`src/rtl/div_pkg.sv`:
```
// div_pkg: shared state encoding and counter-width helper for divider variants
package div_pkg;
  typedef enum logic {ST_IDLE, ST_RUN} state_t;
  function automatic int clog2(input int n);
    int w;
    w = 0;
    for (int v = n - 1; v > 0; v = v >> 1) w++;
    return w;
  endfunction
endpackage

```
`src/rtl/div_seq_if.sv`:
```
// div_seq_if: request/result handshake between a requesting master and div_seq
interface div_seq_if #(parameter int WIDTH = 32);
  logic start;
  logic [WIDTH-1:0] dividend;
  logic [WIDTH-1:0] divisor;
  logic busy;
  logic done;
  logic [WIDTH-1:0] quotient;
  logic [WIDTH-1:0] remainder;
  logic div_zero;
  modport master(output start, dividend, divisor, input busy, done, quotient, remainder, div_zero);
  modport slave(input start, dividend, divisor, output busy, done, quotient, remainder, div_zero);
endinterface

```
`src/rtl/div_seq_divmod.sv`:
```
// divmod: one restoring-division step on the {remainder, quotient} shift pair
module divmod #(parameter int WIDTH = 32) (
  input  logic [WIDTH-1:0] q,
  input  logic [WIDTH-1:0] b,
  input  logic [WIDTH-1:0] r,
  output logic [WIDTH-1:0] qo,
  output logic [WIDTH-1:0] ro
);
  logic [WIDTH:0] part;
  logic [WIDTH+1:0] diff;
  logic borrow;
  logic unused_diff;
  // shift in the next dividend bit, trial-subtract, restore on borrow
  always_comb begin
    part = {r, q[WIDTH-1]};
    diff = {1'b0, part} - {2'b00, b};
    borrow = diff[WIDTH+1];
    ro = borrow ? part[WIDTH-1:0] : diff[WIDTH-1:0];
    qo = {q[WIDTH-2:0], ~borrow};
  end
  assign unused_diff = diff[WIDTH];
endmodule

```
`src/rtl/div_seq.sv`:
```
// div_seq: iterative unsigned divider, one divmod step per clock; DIV_ZERO_FAST_EN short-circuits zero divisors
module div_seq
  import div_pkg::*;
#(
  parameter int WIDTH = 32
) (
  input logic clock,
  input logic reset_n,
  div_seq_if.slave bus
);
  localparam int CW = clog2(WIDTH);
  state_t state;
  logic [CW-1:0] cnt;
  logic [WIDTH-1:0] q_reg, r_reg, b_reg, qo, ro;
  logic fast;
  divmod #(.WIDTH(WIDTH)) u_stage (.q(q_reg), .b(b_reg), .r(r_reg), .qo(qo), .ro(ro));
`ifdef DIV_ZERO_FAST_EN
  assign fast = bus.divisor == '0;
`else
  assign fast = 1'b0;
`endif
  assign bus.busy = state == ST_RUN;
  assign bus.quotient = q_reg;
  assign bus.remainder = r_reg;
  // controller: accept in IDLE, iterate WIDTH times in RUN, pulse done on the last step
  always_ff @(posedge clock or negedge reset_n) begin
    if (!reset_n) begin
      state <= ST_IDLE;
      cnt <= '0;
      q_reg <= '0;
      r_reg <= '0;
      b_reg <= '0;
      bus.div_zero <= 1'b0;
      bus.done <= 1'b0;
    end else begin
      bus.done <= 1'b0;
      if (state == ST_RUN) begin
        q_reg <= qo;
        r_reg <= ro;
        if (cnt == '0) begin
          bus.done <= 1'b1;
          state <= ST_IDLE;
        end else begin
          cnt <= cnt - 1'b1;
        end
      end else if (bus.start && fast) begin
        q_reg <= '1;
        r_reg <= bus.dividend;
        bus.div_zero <= 1'b1;
        bus.done <= 1'b1;
      end else if (bus.start) begin
        b_reg <= bus.divisor;
        q_reg <= bus.dividend;
        r_reg <= '0;
        cnt <= CW'(WIDTH - 1);
        bus.div_zero <= bus.divisor == '0;
        state <= ST_RUN;
      end
    end
  end
endmodule

```
`src/flat_wrapper.sv`:
```
// flat-port wrapper written by rule: the top's interface ports become plain ports
module div_seq_flat import div_pkg::*;
#(
  parameter int WIDTH = 32
)
  (clock, reset_n, bus_start, bus_dividend, bus_divisor, bus_busy, bus_done, bus_quotient, bus_remainder, bus_div_zero);
  div_seq_if #(.WIDTH(WIDTH)) bus_i ();
  input logic clock;
  input logic reset_n;
  input wire logic [$bits(bus_i.start)-1:0] bus_start;
  input wire logic [$bits(bus_i.dividend)-1:0] bus_dividend;
  input wire logic [$bits(bus_i.divisor)-1:0] bus_divisor;
  output wire logic [$bits(bus_i.busy)-1:0] bus_busy;
  output wire logic [$bits(bus_i.done)-1:0] bus_done;
  output wire logic [$bits(bus_i.quotient)-1:0] bus_quotient;
  output wire logic [$bits(bus_i.remainder)-1:0] bus_remainder;
  output wire logic [$bits(bus_i.div_zero)-1:0] bus_div_zero;
  assign bus_i.start = bus_start;
  assign bus_i.dividend = bus_dividend;
  assign bus_i.divisor = bus_divisor;
  assign bus_busy = bus_i.busy;
  assign bus_done = bus_i.done;
  assign bus_quotient = bus_i.quotient;
  assign bus_remainder = bus_i.remainder;
  assign bus_div_zero = bus_i.div_zero;
  div_seq #(.WIDTH(WIDTH)) u_core (.clock(clock), .reset_n(reset_n), .bus(bus_i));
endmodule
```
`config.mk`:
```
export PLATFORM = sky130hd
export DESIGN_NAME = div_seq_flat
export DESIGN_NICKNAME = d
export VERILOG_FILES = /design/src/rtl/div_pkg.sv /design/src/rtl/div_seq_if.sv /design/src/rtl/div_seq_divmod.sv /design/src/rtl/div_seq.sv /design/src/flat_wrapper.sv
export SDC_FILE = /design/constraint.sdc
export NUM_CORES = 1
export LEC_CHECK = 0
export ABC_AREA = 0
export BUFFER_PORTS_ARGS = -buffer_cell sky130_fd_sc_hd__buf_4
export CAP_MARGIN = 10
export CORE_MARGIN = 3
export CORE_UTILIZATION = 60
export CTS_CLUSTER_SIZE = 30
export DETAILED_ROUTE_END_ITERATION = 16
export GPL_TIMING_DRIVEN = 0
export PLACE_DENSITY = 0.83
export SYNTH_ARGS = -nofsm -noshare
export SYNTH_HDL_FRONTEND = slang
export SYNTH_HIERARCHICAL = 1
export SYNTH_SLANG_ARGS = --single-unit
```
`constraint.sdc`:
```
create_clock -name clock -period 5 [get_ports clock]
set_input_delay 0.5 -clock clock [delete_from_list [all_inputs] [get_ports clock]]
set_output_delay 0.5 -clock clock [all_outputs]
set_load 0.02 [all_outputs]
```
* Word level (Yosys, flattened, before mapping)
Cells that the tools add are included.
Operators by class: $add $sub $neg 2, $mul 0, divide/modulo/power cells 0, order comparisons 0, eq/ne operators 1, shift operators 0, muxes and demuxes 13, bitwise operators 2, reduce and logical (&&, ||, !) cells 5
Operators with widths (number):
- two-way mux 32 bit | 5
- subtractor 33 x 32 -> 34 bit | 1
- logical NOT 32 bit | 1
- two-way mux 5 bit | 3
- logical NOT 5 bit | 1
- two-way mux 1 bit | 5
- subtractor 5 x 1 -> 5 bit, second input constant | 1
- AND reduction 2 bit | 2
- != test 2 bit, second input constant | 1
- inverter 1 bit | 2
- nonzero test 2 bit | 1
Word-level totals: register bits after elaboration 104, latch bits 0, bits in writable memories 0, memory bits (read-only) 0, bits of input ports 67, output and inout bits 67, word-level logic and storage cells 30, memories kept 0

* Depth between registers and ports, before layout
Gate-level depths: netlist of the first run.
depth in word-level cells 3, mapped depth 15, mapped depth without buffers 13

* Modules after synthesis
Netlist of the first run, hierarchy kept.
Modules (own cells, without submodules):
- div_seq | times used 1, cells each 322, area each 4194.0 um2, seq. area each 2602.5 um2
- divmod | times used 1, cells each 343, area each 2521.2 um2, seq. area each 0.0 um2

* Worst setup path after synthesis of the first run
OpenSTA, ideal clock, no wires.
kind reg2reg, start point register u_core.r_reg[1], in the netlist u_core/bus.remainder[1], end point register u_core.r_reg[11], in the netlist u_core/bus.remainder[11], library setup time 121 ps, data arrival time 3292 ps, required time 4879 ps, path slack 1587 ps, stages on the path, launching flop included 14, path buffers 2, period minus slack after synthesis 3413 ps, cells stage by stage dfrtp_1 -> ha_1 -> o21a_1 -> o31ai_1 -> a2111oi_2 -> o32ai_2 -> o21a_2 -> o31a_1 -> buf_6 -> o21a_4 -> inv_6 -> buf_12 -> mux2_4 -> a22o_1
Between the ends: longest elaborated chain between the ends 3
Ends and longest elaborated chain:
- from (decl) | line div_seq.sv:14 | logic [WIDTH-1:0] q_reg, r_reg, b_reg, qo, ro;
- from (signal assigned) | line div_seq.sv:39 | r_reg <= ro;
- from (signal assigned) | line div_seq.sv:48 | r_reg <= bus.dividend;
- subtractor 33 x 32 -> 34 bit | line div_seq_divmod.sv:16 | diff = {1'b0, part} - {2'b00, b};
- two-way mux 32 bit | line div_seq_divmod.sv:18 | ro = borrow ? part[WIDTH-1:0] : diff[WIDTH-1:0];
- net u_core.ro[11] | line div_seq.sv:14
- two-way mux 32 bit | line div_seq.sv:37 | if (state == ST_RUN) begin
The timed path passes the listed nets, and every way through them passes these cells. A chain may end at the register's enable or synchronous reset.

* Final worst setup path of the first run
start point register u_core.r_reg[0], in the netlist u_core/bus.remainder[0], end point register u_core.r_reg[27], in the netlist u_core/bus.remainder[27]
Same word-level chain as after synthesis.

==> results of run 1 <==
cells by family (layout without fill, tap and decap cells):
group	after synthesis	count (layout)	share of synthesized area, %
multiplexers	90	90	15.22
AND/OR/NAND/NOR	124	124	8.720
flip-flops	104	104	38.76
XOR/XNOR	21	21	2.739
buffers and inverters	110	258	9.148
AO/OA/AOI/OAI	182	182	18.97
adder cells (fa/ha/maj)	34	34	6.447
cells in the mapped netlist (6+ instances only):
library cell	number	area [sq um]
o21ai_0	45	225.2
a31oi_1	7	43.79
dfrtp_1	104	2603
buf_4	32	240.2
a21oi_1	29	145.1
a21o_1	14	105.1
ha_1	33	412.9
o21a_1	6	45.04
clkbuf_1	14	52.55
mux2_4	14	210.2
o31ai_1	6	45.04
mux2i_1	35	350.3
nor2_1	20	75.07
nand2_1	58	217.7
a22o_1	32	280.3
mux2_2	40	450.4
xor2_1	7	61.31
nor4_1	10	62.56
inv_1	45	168.9
xnor2_1	14	122.6
nand4_1	10	62.56
buf_2	9	45.04
layout by cell type, fill, tap and decap left out, types with 6 or more instances in the layout:
master    synthesis  layout
nand2_1          58      58
xor2_1            7       7
o21a_1            6       6
xnor2_1          14      14
o31ai_1           6       6
clkbuf_1         14      14
ha_1             33      33
dfrtp_1         104     104
o21ai_0          45      45
a21oi_1          29      29
a21o_1           14      14
a31oi_1           7       7
mux2i_1          35      35
buf_4            32     164
a22o_1           32      32
nand4_1          10      10
mux2_4           14      14
nor4_1           10      10
clkbuf_8          0       9
nor2_1           20      20
mux2_2           40      40
inv_1            45      45
buf_2             9       9
stage by stage:
step                      cells  hold slack (ns)  util (%)
final                       949          0.03207     76.20
after global routing        949          0.05293     76.20
after CTS                   949          0.03883     76.20
after global placement      933           0.4635     74.29
after detailed placement    934           0.4743     74.55
after floorplan             665           0.2044         -
layer usage:
layer / vias up / track usage [%]
li1: 2661 / -
met1: 2767 / 35.23
met2: 219 / 48.36
met3: 24 / 8.478
met4: 0 / 6.650
met5: - / 0
cell type report:
type,count,area (sq um),share of cell area (%)
well taps,136,170.2,2.107
clock inverters,6,50.05,0.6196
clock buffers,9,123.9,1.533
flip-flops and latches,104,2603,32.22
repair buffers,133,1018,12.61
plain buffers,64,436.7,5.406
inverters,46,177.7,2.199
multi-input cells,451,3498,43.31
how the worst min path moves through the flow:
stage	start	end	slack, ns	cells after the start
6_report	reset_n	u_core/b_reg[16]	0.03	1
3_5_place_dp	u_core/bus.div_zero	u_core/bus.div_zero	0.47	2
3_3_place_gp	u_core/bus.div_zero	u_core/bus.div_zero	0.46	2
4_1_cts	reset_n	u_core/b_reg[16]	0.04	1
5_1_grt	reset_n	u_core/bus.remainder[14]	0.05	1
2_1_floorplan	reset_n	u_core/b_reg[0]	0.20	0
==> flow_summary.toml, run 1 <==
[outcome]
status = "finished, final reports clean"

[clock_tree]
postCtsSetupBuffers = 0
cts_tree = "yes"
cts_buffers = 9
clk_pin_slew_ns = 0.11
postCtsHoldBufs = 0
insertion_delay_ns = 0.40
cts_sinks = 104
cts.path.max_buffers = 2
htreeDepth = 3
cts_resized = 0
cts.root.buffer_cell = "clkbuf_8"

[timing]
setup_tns_ns = 0
finalHoldViolCount = 0
final-setup-viol-count = 0
timing.final.ws_setup_ns = 1.186
max_slew_margin_pct = 47.13
skew_ns = 0.01531
finalCritPeriodShare_pct = 76.29
slew_viol_final = 0
tightest_slew_ns = 0.7930
rsz0062_at_grt = "no"
finalCriticalPeriod_ns = 3.814
fmax_mhz = 262.2

[min_path]
hold_class = "in -> async"

[drt]
post_drt_wl_per_cell_um = 18.43
drc_errors = 0
top_layer = "met4"
routed_wl_um = 17490
ant_nets = 0
drt_iter0_drc = 406
wl_met2_um = 8716
wl_met3_um = 1268
vias = 5671
viasPerCell = 5.976
first_pass_iters = 5
met1_length_um = 7221

[worst_setup_path]
r2r_end = "u_core/bus.remainder[27]"
crit_fanout = 5
rr_startpoint = "u_core/bus.remainder[0]"
reg2reg_setup_slack_ns = 1.19
slowest_stage = "a221oi_1"
startpoint_type = "flip-flop"
cp_top_family = "compound AO/OA/AOI/OAI gates"
criticalPathCategory = "reg -> reg"
crit_required_ns = 5.29
cp.depth = 10
critPathMaxStageDelay_ns = 0.69
crit_start = "u_core/bus.remainder[0]"
critPathCapture = "u_core/bus.remainder[27]"
path_buf_inv = 0
crit_arrival_ns = 4.10
rr_worst_depth = 10
crit_path_end_kind = "flip-flop"
cp_cell_sequence = "ha_1, nor2b_1, o31ai_1, a21oi_1, a311o_1, a221oi_1, o211ai_1, xor2_1, mux2_4, a22o_1"

[job]
cap_violations = 0

[floorplanning]
die_h_um = 111.8
row_count = 37
initial_core_util_pct = 63.34
ios = 134
dieArea_sq_mm = 0.01250
core_sq_mm = 0.01060
die_x_um = 111.8

[yosys]
ys_types = 68
synth_seq_area_share_pct = 38.76
ys_ff_latch = 104
yosys_warnings = 6
syn-num-nets = 766
avgSynthCellArea_sq_um = 10.10
async_flop_share_pct = 100.0
synth_enable_flop_cells = 0
synthFlopType = "dfrtp_1"
syn-instance-count = 665
netlist_area_sq_mm = 0.006715

[global_route]
grt_antenna_before_repair = 0
grt_max_degree = 72
grt_pass1_vias = 5837
grt_usage_pct = 28.25
grt_overflow = 0
grt_pass1_wl_um = 28690

[placed_design]
dp_hpwl_um = 13240
placed_cell_area_sq_mm = 0.007904
port_buffers = 132
dpl_worst_slack_ns = 1.270
gp_congestion = 0.9436

[layout]
final_area_sq_mm = 0.008078
area_growth_pct = 20.29
drive_gt1_share_pct = 31.73
n_antenna_cell = 0
n_fill_cell = 748
final_nets = 910
Power of run 1 is left out: the tool's default activity adds up to more than one toggle a clock period on the data nets, which glitch-free logic cannot reach.
==> inputs of run 2 (changes only) <==
--- a/config.mk
+++ b/config.mk
@@ -5,15 +5,15 @@
 export SDC_FILE = /design/constraint.sdc
 export NUM_CORES = 1
 export LEC_CHECK = 0
-export ABC_AREA = 0
+export ABC_AREA = 1
 export BUFFER_PORTS_ARGS = -buffer_cell sky130_fd_sc_hd__buf_4
 export CAP_MARGIN = 10
 export CORE_MARGIN = 3
-export CORE_UTILIZATION = 60
+export CORE_UTILIZATION = 57
 export CTS_CLUSTER_SIZE = 30
 export DETAILED_ROUTE_END_ITERATION = 16
 export GPL_TIMING_DRIVEN = 0
-export PLACE_DENSITY = 0.83
+export PLACE_DENSITY = 0.78
 export SYNTH_ARGS = -nofsm -noshare
 export SYNTH_HDL_FRONTEND = slang
 export SYNTH_HIERARCHICAL = 1
==> constraint.sdc (replaced) <==
create_clock -name clock -period 3.54 [get_ports clock]
set_input_delay 0.354 -clock clock [delete_from_list [all_inputs] [get_ports clock]]
set_output_delay 0.354 -clock clock [all_outputs]
set_load 0.02 [all_outputs]
==> run 2 against run 1 <==
  * Worst setup slack lost 0.43 ns
  * Routed wire length grew 16%
  * Fmax is 37% higher
  * Core utilization is 5.0 points lower
  * Global-route usage shrank 0.074 points
  * Clock-buffer cell count rose by 2
  * Register-to-register slack worse by 0.43 ns
  * Non-clock buffer count up 2
  * First-iteration DRC count increased by 34%
  * Highest routed layer unchanged
==> flow_summary.toml, run 2 <==
[outcome]
status = "finished, final reports clean"

[worst_setup_path]
path_buf_inv = 2
crit_fanout = 4
crit_arrival_ns = 3.02
crit_top_cell = "nand2_1"
crit_required_ns = 3.78
crit_path_end_kind = "flip-flop"
cp_cell_sequence = "inv_1, ha_1, inv_1, fa_1, nand3_1, nand3_1, nand2_1, nand2_1, nand2_1, nand2_1, nand2_1, nand3b_1, nand3_1, nand2_1, a22o_1"
slowest_stage = "fa_1"
startpoint_type = "flip-flop"
criticalPathCategory = "reg -> reg"
cp_top_family = "simple AND/OR/NAND/NOR gates"
critPathMaxStageDelay_ns = 0.48

[timing]
max_slew_margin_pct = 63.23
fmax_mhz = 359.2
slew_viol_final = 0
finalHoldViolCount = 0
setup_tns_ns = 0
finalCriticalPeriod_ns = 2.784
rsz0062_at_grt = "no"
final-setup-viol-count = 0
finalCritPeriodShare_pct = 78.65
tightest_slew_ns = 0.5516
skew_ns = 0.01385

[drt]
post_drt_wl_per_cell_um = 14.15
first_pass_iters = 6
vias = 7323
drc_errors = 0
viasPerCell = 5.096
ant_nets = 0
drt_iter0_drc = 545
routed_wl_um = 20330

[floorplanning]
ios = 134
die_h_um = 121.2
initial_core_util_pct = 59.00
core_sq_mm = 0.01282
die_x_um = 121.2
row_count = 41
dieArea_sq_mm = 0.01469

[layout]
mostFrequentLayoutCells = "439 x nand2_1, 171 x buf_4, 167 x inv_1"
drive_gt1_share_pct = 19.05
final_common_cell = "nand2_1"
area_growth_pct = 20.72
final_nets = 1361
n_antenna_cell = 0

[clock_tree]
cts_buffers = 9
insertion_delay_ns = 0.36
clk_pin_slew_ns = 0.07
cts.path.max_buffers = 2
cts.root.buffer_cell = "clkbuf_16"
cts_tree = "yes"
cts_sinks = 104
htreeDepth = 3

[yosys]
yosysTopAreaCell = "dfrtp_1"
yosysMostFrequentCell = "nand2_1"
synthFlopType = "dfrtp_1"
synth_enable_flop_cells = 0
async_flop_share_pct = 100.0
syn-instance-count = 1114
ys_types = 33
synthTopCellsByArea = "dfrtp_1 34%, nand2_1 22%, inv_1 8.3%, nand3_1 6.4%, ha_1 5.5%"
synth_top_area_share_pct = 34.39
synth_seq_area_share_pct = 34.39
syn-num-nets = 1215
ys_ff_latch = 104
netlist_area_sq_mm = 0.007567
yosys_warnings = 6
avgSynthCellArea_sq_um = 6.793
synth_commonest_cells = "439 x nand2_1, 167 x inv_1, 104 x dfrtp_1"

[global_route]
grt_overflow = 0
grt_antenna_before_repair = 0
grt_max_degree = 65
grt_pass1_wl_um = 33000
grt_pass1_vias = 6716
grt_usage_pct = 28.18

[placed_design]
gp_congestion = 0.9777
dp_hpwl_um = 16010
port_buffers = 133

[min_path]
hold_class = "in -> reg"

[job]
cap_violations = 0
-- run 2: cell count changes after synthesis, sizes merged, moves of 14 or more --
cell / previous run / this run
nand2: 58 / 446
inv: 46 / 172
nand3: 4 / 108
mux2: 55 / 0
nor2: 20 / 62
mux2i: 35 / 0
o21ai: 46 / 21
a21o: 14 / 0
xnor2: 14 / 0
-- run 2: area by class of cell --
cell class / count / area [sq um]
Multi-Input combinational cell: 774 / 3841
Fill cell: 1135 / 3690
Sequential cell: 104 / 2603
Timing Repair Buffer: 135 / 1036
Inverter: 172 / 653.1
Buffer: 64 / 470.5
Clock buffer: 11 / 252.7
Tap cell: 172 / 215.2
Clock inverter: 5 / 63.81
-- run 2: final timing paths --
path,from,to,slack [ns],cells past startpoint
setup / recovery,u_core/bus.quotient[31],u_core/bus.remainder[28],0.76,15
hold / removal,bus_divisor[29],u_core/b_reg[29],0.21,3
setup reg to reg,u_core/bus.quotient[31],u_core/bus.remainder[28],0.76,15
hold reg to reg,u_core/b_reg[22],u_core/b_reg[22],0.48,2
max in group asynchronous,reset_n,u_core/bus.remainder[30],2.29,3
min in group asynchronous,reset_n,u_core/bus.remainder[6],0.52,2
-- run 2: layer usage --
metal	share of wire, %	global-route usage, %
met5	0	0
met4	1.5	8.824
met3	6.9	5.828
met2	46	43.49
met1	46	39.93
-- run 2: kinds of logic (layout without fill, tap and decap cells) --
kind of cell	count (synthesis)	after routing	synth area share, %
adders and majority gates	34	34	5.721
and+or+nand+nor	648	648	36.51
DFF	104	104	34.39
buffers and inverters	236	387	14.85
AOI/OAI and AO/OA	77	77	6.796
xor gates and xnor gates	15	15	1.736
-- run 2: repair_timing --
| item | 4_1_cts | 5_1_grt |
|---|---|---|
| endpoints found under the hold margin | 11 | 0 |
| resized for setup | 0 | 0 |
| hold buffers | 1 | 0 |
| buffers inserted | 0 | 0 |
-- run 2: tightest hold or removal path, cell delays in order --
cell	delay, ns
buf_4	0.08
nand2_1	0.04
nand2_1	0.04
-- run 2: through the flow --
stage | hold WS (ns) | worst slack [ns] | instance area, sq um | util (%) | std cells
after floorplan | 0.05841 | 1.327 | 7567 | - | 1114
after global placement | 0.4638 | 0.8389 | 8781 | 68.47 | 1419
after detailed placement | 0.3801 | 0.8068 | 8808 | 68.68 | 1420
after CTS | 0.1983 | 0.7730 | 9135 | 71.23 | 1437
after global routing | 0.2111 | 0.6270 | 9135 | 71.23 | 1437
final | 0.2091 | 0.7558 | 9135 | 71.23 | 1437
Power of run 2 is left out for the same reason.
==> inputs of run 3 (changes only) <==
--- a/config.mk
+++ b/config.mk
@@ -9,11 +9,11 @@
 export BUFFER_PORTS_ARGS = -buffer_cell sky130_fd_sc_hd__buf_4
 export CAP_MARGIN = 10
 export CORE_MARGIN = 3
-export CORE_UTILIZATION = 57
+export CORE_UTILIZATION = 52
 export CTS_CLUSTER_SIZE = 30
 export DETAILED_ROUTE_END_ITERATION = 16
 export GPL_TIMING_DRIVEN = 0
-export PLACE_DENSITY = 0.78
+export PLACE_DENSITY = 0.75
 export SYNTH_ARGS = -nofsm -noshare
 export SYNTH_HDL_FRONTEND = slang
 export SYNTH_HIERARCHICAL = 1
==> constraint.sdc (replaced) <==
create_clock -name clock -period 2.5 [get_ports clock]
set_input_delay 0.25 -clock clock [delete_from_list [all_inputs] [get_ports clock]]
set_output_delay 0.25 -clock clock [all_outputs]
set_load 0.02 [all_outputs]
==> run 3 against run 2 <==
  * Highest routed layer unchanged
  * Core utilization decreased by 5.3 points
  * Sequential share of layout area decreased by 0.37 points
  * Design area increased by 1.3%
  * Largest cell class unchanged
  * First-iteration DRC count decreased by 3.9%
  * Die area increased by 9.1%
  * Critical endpoint unchanged
  * Worst setup slack got worse by 0.67 ns
  * Register-to-register slack got worse by 0.67 ns
  * Routed wire length increased by 2.2%
==> flow_summary.toml, run 3 (synthesized netlist as in run 2, its figures left out) <==
[drt]
ant_nets = 0
post_drt_wl_per_cell_um = 14.34
vias = 7346
first_pass_iters = 7
routed_wl_um = 20780
viasPerCell = 5.070
drt_iter0_drc = 524
drc_errors = 0

[timing]
max_slew_margin_pct = 49.44
tightest_slew_ns = 0.7584
slew_viol_final = 0
finalCritPeriodShare_pct = 96.75
finalCriticalPeriod_ns = 2.419
finalHoldViolCount = 0
skew_ns = 0.009427
final-setup-viol-count = 0
fmax_mhz = 413.5

[worst_setup_path]
crit_path_end_kind = "flip-flop"
rr_startpoint = "u_core/bus.quotient[31]"
crit_fanout = 4
crit_start = "u_core/bus.quotient[31]"
r2r_end = "u_core/bus.remainder[28]"
crit_arrival_ns = 2.66
reg2reg_setup_slack_ns = 0.08
critPathCapture = "u_core/bus.remainder[28]"
rr_worst_depth = 15
crit_required_ns = 2.74
startpoint_type = "flip-flop"
criticalPathCategory = "reg -> reg"

[placed_design]
port_buffers = 133
placed_cell_area_sq_mm = 0.008818
dp_cells = 1428
gp_congestion = 0.9785
dp_hpwl_um = 16210

[layout]
n_antenna_cell = 0
final_area_sq_mm = 0.009256
drive_gt1_share_pct = 20.57
post_layout_nonfiller_instances = 1449
mostFrequentLayoutCells = "434 x nand2_1, 175 x buf_4, 166 x inv_1"
area_growth_pct = 22.32
final_nets = 1365
final_common_cell = "nand2_1"

[floorplanning]
die_h_um = 126.6
initial_core_util_pct = 53.89
dieArea_sq_mm = 0.01604
die_x_um = 126.6
ios = 134
row_count = 43
core_sq_mm = 0.01404

[global_route]
grt_pass1_vias = 6844
grt_pass1_wl_um = 33560
grt_overflow = 0
grt_max_degree = 59
grt_antenna_before_repair = 0
grt_usage_pct = 25.79

[clock_tree]
cts_tree = "yes"
cts.path.max_buffers = 2
htreeDepth = 3
cts_buffers = 9
insertion_delay_ns = 0.35
clk_pin_slew_ns = 0.07
cts_sinks = 104
cts.root.buffer_cell = "clkbuf_16"

[outcome]
status = "finished, final reports clean"

[job]
cap_violations = 0

[min_path]
hold_class = "in -> reg"
run 3: cell types whose count changed in the layout (fill, tap and decap cells not counted), sizes merged:
cell      delta
buf          +4
inv          +3
clkinv       -2
clkinvlp     -1
run 3: worst max-delay path, cell delays in order, from the launching register on:
cell	delay (ns)
dfrtp_1	0.39
inv_2	0.08
ha_1	0.15
inv_1	0.10
fa_2	0.40
nand3_1	0.11
nand3_2	0.12
nand2_1	0.10
nand2_2	0.09
nand2_1	0.07
nand2_1	0.11
nand2_2	0.12
nand3b_1	0.09
nand3_1	0.09
nand2_1	0.08
a22o_1	0.21
run 3: how the worst min path moves through the flow:
stage,startpoint,endpoint,slack (ns),depth (start not counted)
global route,bus_dividend[27],u_core/bus.quotient[27],0.1,3
floorplan,reset_n,u_core/b_reg[0],-0.05,0
CTS,bus_divisor[25],u_core/b_reg[25],0.09,3
finish,bus_divisor[30],u_core/b_reg[30],0.10,3
global placement,bus_divisor[30],u_core/b_reg[30],0.46,3
detailed placement,reset_n,u_core/cnt[1],0.37,1
run 3: layout make-up:
cell class / count / area, sq um
clock inverter: 5 / 70.07
tap: 180 / 225.2
fill: 1295 / 4786
timing repair buffer: 139 / 1066
multi-input combinational: 774 / 3936
inverter: 172 / 653.1
clock buffer: 11 / 232.7
sequential: 104 / 2603
buffer: 64 / 470.5
run 3: repair_timing:
item,4_1_cts,5_1_grt
buffers inserted,0,4
hold buffers,1,0
pin swaps,1,3
gates resized for setup,4,14
setup endpoints to repair,4,29
endpoints found under the hold margin,46,0
run 3: per-stage QoR:
| stage | TNS (ns) | hold WS (ns) | util (%) | setup WS (ns) |
|---|---|---|---|---|
| after floorplan | 0 | -0.04559 | - | 0.2868 |
| after CTS | 0 | 0.09120 | 65.10 | 0.01960 |
| after detailed placement | -0.1883 | 0.3719 | 62.80 | -0.1207 |
| final | 0 | 0.1017 | 65.92 | 0.08133 |
| after global routing | -0.05663 | 0.09862 | 65.92 | -0.04591 |
| after global placement | -0.1846 | 0.4560 | 62.60 | -0.1123 |
run 3: routing by layer:
layer  GRT usage (%)  vias up  wire, um
li1                -     3729         -
met4           5.552        0       274
met1           35.54     3385      9311
met2           41.53      213      9564
met5               0        -         0
met3           6.274       19      1628
Power of run 3 is left out for the same reason.
